File: config.mk
export PLATFORM = sky130hd
export DESIGN_NAME = if_stage
export DESIGN_NICKNAME = d
export VERILOG_FILES = /design/src/rtl/if_stage_pkg.sv /design/src/rtl/if_stage_ifid_reg.sv /design/src/rtl/if_stage.sv
export SDC_FILE = /design/constraint.sdc
export NUM_CORES = 1
export LEC_CHECK = 0
export CAP_MARGIN = 20
export CELL_PAD_IN_SITES_DETAIL_PLACEMENT = 2
export CELL_PAD_IN_SITES_GLOBAL_PLACEMENT = 2
export CORE_UTILIZATION = 29
export DETAILED_ROUTE_END_ITERATION = 7
export PLACE_DENSITY_LB_ADDON = 0.1
export SLEW_MARGIN = 15
export SYNTH_ARGS = -nofsm -noshare
export SYNTH_HDL_FRONTEND = slang
export SYNTH_SLANG_ARGS = --single-unit
export TNS_END_PERCENT = 20
File: constraint.sdc
create_clock -name clk -period 3.9 [get_ports clk]
set_clock_uncertainty 0.05 [all_clocks]
set_input_delay 0.78 -clock clk [delete_from_list [all_inputs] [get_ports clk]]
set_output_delay 0.78 -clock clk [all_outputs]
set_load 0.005 [all_outputs]
File: src/rtl/if_stage_pkg.sv
// Shared pipeline definitions for the fetch stage and the IF/ID register.
//   XLEN            datapath width
//   NOP_INST_DEF    bubble written into IF/ID (addi x0,x0,0)
//   RESET_PC_DEF    default PC after reset
//   ifid_t          contents of the IF/ID pipeline register
//   align_word()    clears the byte-offset bits of an address
package if_stage_pkg;

  localparam int XLEN = 32;

  localparam logic [XLEN-1:0] NOP_INST_DEF = 32'h0000_0013;
  localparam logic [XLEN-1:0] RESET_PC_DEF = 32'h0000_0000;

  typedef struct packed {
    logic [XLEN-1:0] inst;
    logic [XLEN-1:0] pc;
    logic [XLEN-1:0] pc4;
    logic            valid;
  } ifid_t;

  function automatic logic [XLEN-1:0] align_word(input logic [XLEN-1:0] addr);
    return {addr[XLEN-1:2], 2'b00};
  endfunction

endpackage

File: src/rtl/if_stage_ifid_reg.sv
// IF/ID pipeline register with reset, flush and hold controls.
// Ports:
//   clk    clock, all state on rising edge
//   rst    synchronous active-high reset
//   hold   keep current contents
//   flush  replace instruction with a bubble; pc/pc4 keep their values
//   d      next contents when neither hold nor flush
//   q      registered contents
// Priority: rst > flush > hold > load.
module ifid_reg
  import if_stage_pkg::*;
#(
  parameter logic [XLEN-1:0] NOP = NOP_INST_DEF
) (
  input  logic  clk,
  input  logic  rst,
  input  logic  hold,
  input  logic  flush,
  input  ifid_t d,
  output ifid_t q
);

  always_ff @(posedge clk) begin
    if (rst) begin
      q.inst  <= NOP;
      q.pc    <= '0;
      q.pc4   <= '0;
      q.valid <= 1'b0;
    end else if (flush) begin
      q.inst  <= NOP;
      q.valid <= 1'b0;
    end else if (!hold) begin
      q <= d;
    end
  end

endmodule

File: src/rtl/if_stage.sv
// Instruction-fetch stage: owns the PC, addresses the combinational
// instruction memory and loads the fetched word into IF/ID.
// Ports:
//   clk          clock
//   rst          synchronous active-high reset
//   stall        hold PC and IF/ID
//   redirect     taken branch/jump from EX; flushes IF/ID
//   redirect_pc  redirect target (low two bits dropped)
//   imem_addr    word address = pc[IMEM_AW+1:2]
//   imem_data    instruction word returned for imem_addr
//   ifid_inst    registered instruction
//   ifid_pc      registered PC of ifid_inst
//   ifid_pc4     registered ifid_pc + 4
//   ifid_valid   ifid_inst is a real fetched instruction
//   misalign     sticky flag: some redirect target was not word aligned
module if_stage
  import if_stage_pkg::*;
#(
  parameter logic [XLEN-1:0] RESET_PC = RESET_PC_DEF,
  parameter int              IMEM_AW  = 6,
  parameter logic [XLEN-1:0] NOP_INST = NOP_INST_DEF
) (
  input  logic               clk,
  input  logic               rst,
  input  logic               stall,
  input  logic               redirect,
  input  logic [XLEN-1:0]    redirect_pc,
  output logic [IMEM_AW-1:0] imem_addr,
  input  logic [XLEN-1:0]    imem_data,
  output logic [XLEN-1:0]    ifid_inst,
  output logic [XLEN-1:0]    ifid_pc,
  output logic [XLEN-1:0]    ifid_pc4,
  output logic               ifid_valid,
  output logic               misalign
);

  logic [XLEN-1:0] pc;
  logic [XLEN-1:0] pc_plus4;
  logic [XLEN-1:0] pc_next;
  ifid_t           ifid_d;
  ifid_t           ifid_q;

  assign pc_plus4  = pc + 32'd4;
  // Upper PC bits are ignored, so fetch wraps modulo the memory size.
  assign imem_addr = pc[IMEM_AW+1:2];

  // Redirect beats stall: a taken branch must discard the stalled fetch.
  always_comb begin
    pc_next = pc_plus4;
    if (redirect) begin
      pc_next = align_word(redirect_pc);
    end else if (stall) begin
      pc_next = pc;
    end
  end

  always_ff @(posedge clk) begin
    if (rst) begin
      pc <= align_word(RESET_PC);
    end else begin
      pc <= pc_next;
    end
  end

  always_ff @(posedge clk) begin
    if (rst) begin
      misalign <= 1'b0;
    end else if (redirect && (redirect_pc[1:0] != 2'b00)) begin
      misalign <= 1'b1;
    end
  end

  assign ifid_d = '{inst: imem_data, pc: pc, pc4: pc_plus4, valid: 1'b1};

  ifid_reg #(
    .NOP (NOP_INST)
  ) u_ifid_reg (
    .clk   (clk),
    .rst   (rst),
    .hold  (stall),
    .flush (redirect),
    .d     (ifid_d),
    .q     (ifid_q)
  );

  assign ifid_inst  = ifid_q.inst;
  assign ifid_pc    = ifid_q.pc;
  assign ifid_pc4   = ifid_q.pc4;
  assign ifid_valid = ifid_q.valid;

endmodule
==> results of run 1 <==
==> path summary, 6_finish.rpt <==
check / slack, ns / cells past startpoint / to
setup / recovery: 1.15 / 5 / u_ifid_reg.q[27]
hold reg to reg: 0.41 / 2 / u_ifid_reg.q[53]
setup reg to reg: 1.15 / 5 / u_ifid_reg.q[27]
hold / removal: 0.41 / 2 / u_ifid_reg.q[53]
==> flip-flops by register name, indices dropped and copies added (netlist names) <==
name and count:
u_ifid_reg.q 93, pc 30, misalign 1
==> metal layers <==
layer  part of all wire  wire, um  GRT usage  up-vias
met5                  0         0          0        -
met4             0.0095       196     0.0618        0
met3              0.077      1590     0.0773       15
met2               0.46      9480      0.348      145
met1               0.46      9440      0.269     2707
li1                   -         -          -     2609
==> worst reg2reg max path: cells and delay by family, from the launching register on <==
family	cells	cell delay, ns
AND/OR/NAND/NOR	3	1.44
flip-flops	1	0.54
adder cells (fa/ha/maj)	1	0.32
AO/OA/AOI/OAI	1	0.30
==> kinds of logic after synthesis <==
kind of cell,count (synthesis)
mux,33
xor+xnor,21
other cells,1
buf+inv,82
compound gates,132
flops,124
simple gates,273
fa+ha+maj,1
==> cell usage in the layout (no fill, tap or decap), types with 4 or more instances in the layout <==
cell,instances
buf_4,9
dfxtp_1,124
nand2_1,88
mux2i_1,33
a311oi_1,24
xnor2_1,13
clkbuf_16,17
nor3_1,11
xor2_1,8
o31ai_1,9
or4_1,12
and4_1,10
a21oi_1,39
clkinvlp_4,5
conb_1,4
inv_1,9
nand4_1,10
or3_1,15
clkdlybuf4s50_1,165
nor2_1,83
nor4_1,6
a211oi_1,25
nand3_1,11
o21ai_0,18
==> area by class of cell <==
type,instances,area share
timing repair buffer,177,0.220
clock buffer,20,0.0561
multi-input combinational,464,0.351
inverter,10,0.00472
tap,260,0.0409
sequential,124,0.312
clock inverter,11,0.0152
==> stage by stage <==
stage | instances | util | cell area, um^2 | hold slack (ns)
after floorplan | 670 | - | 5640 | 0.392
after global routing | 1066 | 0.421 | 7960 | 0.437
after global placement | 1035 | 0.391 | 7390 | 0.390
final | 1066 | 0.421 | 7960 | 0.407
after CTS | 1066 | 0.421 | 7960 | 0.408
after detailed placement | 1035 | 0.391 | 7390 | 0.401
==> power breakdown <==
part	switching (uW)	internal, uW	total [uW]	leakage [uW]
Combinational	175	209	384	0.00147
Clock	598	950	1550	0.000264
Sequential	82.5	1330	1410	0.00102
==> out/results.tsv, run 1 <==
stage	metric	value	unit
power	ir_drop	0.293	mV
route	dr_total_vias	5476	
layout	area_growth	41.4	%
placed_design	place_ws	0.929	ns
floorplanning	row_count	50	
global_route	antenna_found_initial	0	
yosys	synthSimpleGateAreaFrac	0.240	
power	p_total	3350	uW
critical_path	crit_required	4.16	ns
floorplanning	initial_core_util	0.298	
cts	cts-resized-gates	0	
yosys	synth.most_common_cell	dfxtp_1	
yosys	synth.area.mux_share	0.0587	
cts	ctsLongestPathBuffers	2	
sta	fin_setup_tns	0	ns
cts	clockRootBuffer	clkbuf_16	
cts	post_cts_buffers	0	
route	firstDrtPassIters	4	
cts	post_cts_hold_buffer_count	0	
critical_path	cp-start-kind	flip-flop	
critical_path	r2r_start	pc[2]	
min_path	hp-class	flip-flop to flip-flop	
min_path	holdCritStartpoint	u_ifid_reg.q[53]	
power	leakagePower	0.00275	uW
yosys	synthXorXnorAreaFrac	0.0327	
critical_path	slowest_delay	0.64	ns
floorplanning	die_w	141	um
cts	cts_made_buffers	17	
layout	multi_input_area	2800	um^2
floorplanning	dieArea	20000	um^2
route	antenna_left	0	
sta	worst_pin_slew	0.700	ns
route	drt-total-wl	20.7	mm
critical_path	path_buf_inv	0	
yosys	synthTopCellsByArea	dfxtp_1 (44%), mux2i_1 (5.9%), nand2_1 (5.9%)	
sta	finalSetupViolations	0	
floorplanning	die_y	141	um
yosys	synth_top_family_by_area	simple AND/OR/NAND/NOR gates	
run	cap_violations	0	
yosys	synth_ff_type	dfxtp_1	
outcome	status	complete, no violations	
route	routedWlPerCell	19.4	um
sta	rsz0062_at_grt	false	
critical_path	crit_chain	ha_1, nand3_2, or3_1, or4_1, a311oi_1	
placed_design	place_hpwl	14.7	mm
cts	insertion_delay	0.42	ns
route	viasPerCell	5.14	
yosys	yosys_warnings	0	
critical_path	timing_worst_setup_path_type	flip-flop to flip-flop	
route	drtIter0Drc	213	
layout	fill_cells	2090	
critical_path	critPathLaunch	pc[2]	
global_route	grt.total_usage	0.215	
critical_path	critical_path_arrival	3.01	ns
cts	cts.sink_count	124	
yosys	avgSynthCellArea	8.44	um^2
critical_path	end_kind	flip-flop	
yosys	synth_cell_types	53	
yosys	yosys_register_bits	124	
sta	hold_violations	0	
sta	max_freq	0.363	GHz
layout	drive_above_1_share	0.0707	
floorplanning	core	18900	um^2
cts	clkTransAtPathRegs	0.06	ns
layout	nets	863	
global_route	grt_max_degree	60	
yosys	yosysSeqAreaShare	0.441	
critical_path	path_max_fanout	16	
yosys	synth.top_cell.area_share	0.441	
sta	finalCriticalPeriod	2.75	ns
yosys	async_reset_ff_frac	0	
global_route	grt_pass1_wl	33.2	mm
layout	n_antenna_cell	0	
yosys	synth_area_leader_cell	dfxtp_1	
sta	finalCritPeriodShare	0.706	
yosys	synthAdderAreaFrac	0.00222	
placed_design	gp_congestion	0.767	
yosys	syn_area	5630	um^2
yosys	synth_commonest_cells	dfxtp_1 (124), nand2_1 (88), nor2_1 (84)	
sta	fin_ws	1.15	ns
global_route	grt_overflow	0	
power	power_density	420	nW/um^2
yosys	synth_edf_count	0	
layout	regArea	2480	um^2
floorplanning	top_level_ports	172	
cts	cts_tree	yes	
route	drc_errors	0	
cts	h-tree-depth	4	
sta	relSlewSlack	0.530	
critical_path	path_delay_family	simple AND/OR/NAND/NOR gates	
global_route	grt_pass1_vias	5990	
critical_path	slowest_stage	or3_1	
placed_design	portBuffers	167	
yosys	synth_compound_area_frac	0.159	
sta	slew_viol_final	0	
yosys	synthCells	667	
(Power assumes the default switching activity.)
==> run 2: changes to the inputs <==
--- a/config.mk
+++ b/config.mk
@@ -8,7 +8,7 @@
 export CAP_MARGIN = 20
 export CELL_PAD_IN_SITES_DETAIL_PLACEMENT = 2
 export CELL_PAD_IN_SITES_GLOBAL_PLACEMENT = 2
-export CORE_UTILIZATION = 29
+export CORE_UTILIZATION = 24
 export DETAILED_ROUTE_END_ITERATION = 7
 export PLACE_DENSITY_LB_ADDON = 0.1
 export SLEW_MARGIN = 15
==> constraint.sdc (replaced) <==
create_clock -name clk -period 2.32 [get_ports clk]
set_clock_uncertainty 0.05 [all_clocks]
set_input_delay 0.464 -clock clk [delete_from_list [all_inputs] [get_ports clk]]
set_output_delay 0.464 -clock clk [all_outputs]
set_load 0.005 [all_outputs]
==> run 2 against run 1 <==
Sequential share of layout area decreased by 1.6 points; core utilization decreased by 5.4 points; register-to-register slack got worse by 1.0 ns; critical path depth decreased by 1; cell area increased by 5.6%; largest power group unchanged; worst hold slack got worse by 0.0080 ns; sequential power increased by 66%.
==> out/results.tsv, run 2 (synthesized netlist as in run 1, its figures left out) <==
stage	metric	value	unit	change
critical_path	critical_path_arrival	2.47	ns	was 3.01 ns
floorplanning	die_y	155	um	was 141 um
route	viasPerCell	4.82		was 5.14
cts	cts.sink_count	124		unchanged
floorplanning	initial_core_util	0.246		was 0.298
global_route	grt_overflow	0		unchanged
power	power_density	698	nW/um^2	was 420 nW/um^2
cts	clkTransAtPathRegs	0.06	ns	about the same
placed_design	gp_congestion	0.812		was 0.767
sta	max_freq	0.453	GHz	was 0.363 GHz
sta	rsz0062_at_grt	true		was false
critical_path	end_kind	flip-flop		unchanged
power	ir_drop	0.406	mV	was 0.293 mV
layout	top_register	u_ifid_reg.q		unchanged
cts	ctsLongestPathBuffers	2		unchanged
critical_path	cp-start-kind	flip-flop		unchanged
sta	hold_violations	0		unchanged
sta	finalSetupViolations	0		unchanged
floorplanning	top_level_ports	172		unchanged
outcome	status	complete, no violations		unchanged
floorplanning	die_w	155	um	was 141 um
critical_path	crit_chain	nand4_2, or2_1, or4_1, a311oi_1		was ha_1, nand3_2, or3_1, or4_1, a311oi_1
power	leakagePower	0.00300	uW	was 0.00275 uW
layout	regArea	2480	um^2	unchanged
floorplanning	dieArea	24100	um^2	was 20000 um^2
global_route	grt_pass1_wl	35.2	mm	was 33.2 mm
placed_design	place_hpwl	16.5	mm	was 14.7 mm
route	firstDrtPassIters	4		unchanged
cts	insertion_delay	0.42	ns	about the same
critical_path	path_delay_family	simple AND/OR/NAND/NOR gates		unchanged
layout	area_growth	49.3	%	was 41.4%
route	antenna_left	0		unchanged
floorplanning	row_count	55		was 50
layout	largest_reg_flops	93		unchanged
min_path	hold_depth	2		unchanged
critical_path	path_buf_inv	0		unchanged
sta	finalCriticalPeriod	2.21	ns	was 2.75 ns
global_route	grt_pass1_vias	6279		was 5990
cts	h-tree-depth	4		unchanged
global_route	grt.total_usage	0.189		was 0.215
sta	hold_ws	0.399	ns	was 0.407 ns
cts	cts_made_buffers	17		unchanged
layout	finalNonFillerCells	1163		was 1066
layout	top_regs	u_ifid_reg.q: 93 flops, pc: 30 flops, misalign: 1 flops		unchanged
critical_path	path_max_fanout	10		was 16
route	drtIter0Drc	140		was 213
route	dr_total_vias	5607		was 5476
critical_path	reg2reg_depth	4		was 5
layout	nets	906		was 863
layout	layout_common_cells	clkdlybuf4s50_1 (165), dfxtp_1 (124), nand2_1 (88)		unchanged
route	drt-total-wl	22.0	mm	was 20.7 mm
placed_design	place_inst	1131		was 1035
min_path	hp-class	flip-flop to flip-flop		unchanged
layout	fill_cells	2578		was 2090
critical_path	timing_worst_setup_path_type	flip-flop to flip-flop		unchanged
sta	relSlewSlack	0.545		was 0.530
route	drc_errors	0		unchanged
sta	slew_viol_final	0		unchanged
route	routedWlPerCell	18.9	um	was 19.4 um
sta	finalCritPeriodShare	0.951		was 0.706
placed_design	portBuffers	167		unchanged
critical_path	crit_required	2.59	ns	was 4.16 ns
layout	drive_above_1_share	0.120		was 0.0707
sta	worst_pin_slew	0.676	ns	was 0.700 ns
global_route	grt_max_degree	42		was 60
cts	clockRootBuffer	clkbuf_16		unchanged
critical_path	slowest_delay	0.57	ns	was 0.64 ns
layout	layout_commonest_cell	clkdlybuf4s50_1		unchanged
cts	post_cts_buffers	0		unchanged
run	cap_violations	0		unchanged
layout	n_antenna_cell	0		unchanged
cts	cts_tree	yes		unchanged
critical_path	crit_cells	4		was 5
layout	multi_input_area	2800	um^2	about the same
critical_path	slowest_stage	or4_1		was or3_1
floorplanning	core	22800	um^2	was 18900 um^2
global_route	antenna_found_initial	0		unchanged
[run 2: cell types whose count changed in the layout (fill, tap and decap cells not counted), sizes merged]
cell,change
clkinv,+2
buf,+43
clkbuf,+1
bufinv,+1
clkinvlp,-3
[run 2: repair_timing]
action,4_1_cts,5_1_grt
resized for setup,0,2
hold buffers,0,0
setup endpoints to repair,0,6
[run 2: through the flow]
stage / power, uW / instance area [um^2] / setup TNS [ns] / utilization / setup slack (ns)
after detailed placement: 3140 / 7790 / 0 / 0.341 / 0.0491
after global routing: 6120 / 8400 / -0.109 / 0.368 / -0.0354
after CTS: 5950 / 8400 / 0 / 0.368 / 0.0319
after floorplan: 2690 / 5640 / 0 / - / 0.238
after global placement: 3100 / 7790 / 0 / 0.341 / 0.188
final: 5870 / 8400 / 0 / 0.368 / 0.113
[run 2: layer usage]
metal  wire, um  track usage  part of all wire  vias up
li1           -            -                 -     2697
met1       9640        0.230              0.44     2724
met2      10200        0.312              0.47      169
met3       1870       0.0741             0.085       17
met4        204       0.0457            0.0093        0
met5          0            0                 0        -
[run 2: cell type report]
cell class	count	area share
clock buffer	21	0.0548
clock inverter	11	0.0170
inverter	10	0.00447
multi-input combinational	464	0.334
sequential	124	0.295
tap	313	0.0466
timing repair buffer	220	0.248
[run 2: worst min-delay path, stage by stage, from the launching register on]
cell and delay (ns):
dfxtp_1 0.31, inv_1 0.05, a21oi_1 0.05
[run 2: where the power goes]
| group | internal (uW) | switching (uW) | total (uW) |
|---|---|---|---|
| Sequential | 2240 | 103 | 2340 |
| Clock | 1740 | 1040 | 2780 |
| Combinational | 397 | 345 | 742 |
[run 2: worst paths after layout]
| path | start | endpoint | slack [ns] |
|---|---|---|---|
| worst max register to register | pc[16] | u_ifid_reg.q[25] | 0.11 |
| worst min-delay path | misalign | misalign | 0.40 |
| worst max-delay path | pc[16] | u_ifid_reg.q[25] | 0.11 |
| worst min register to register | misalign | misalign | 0.40 |
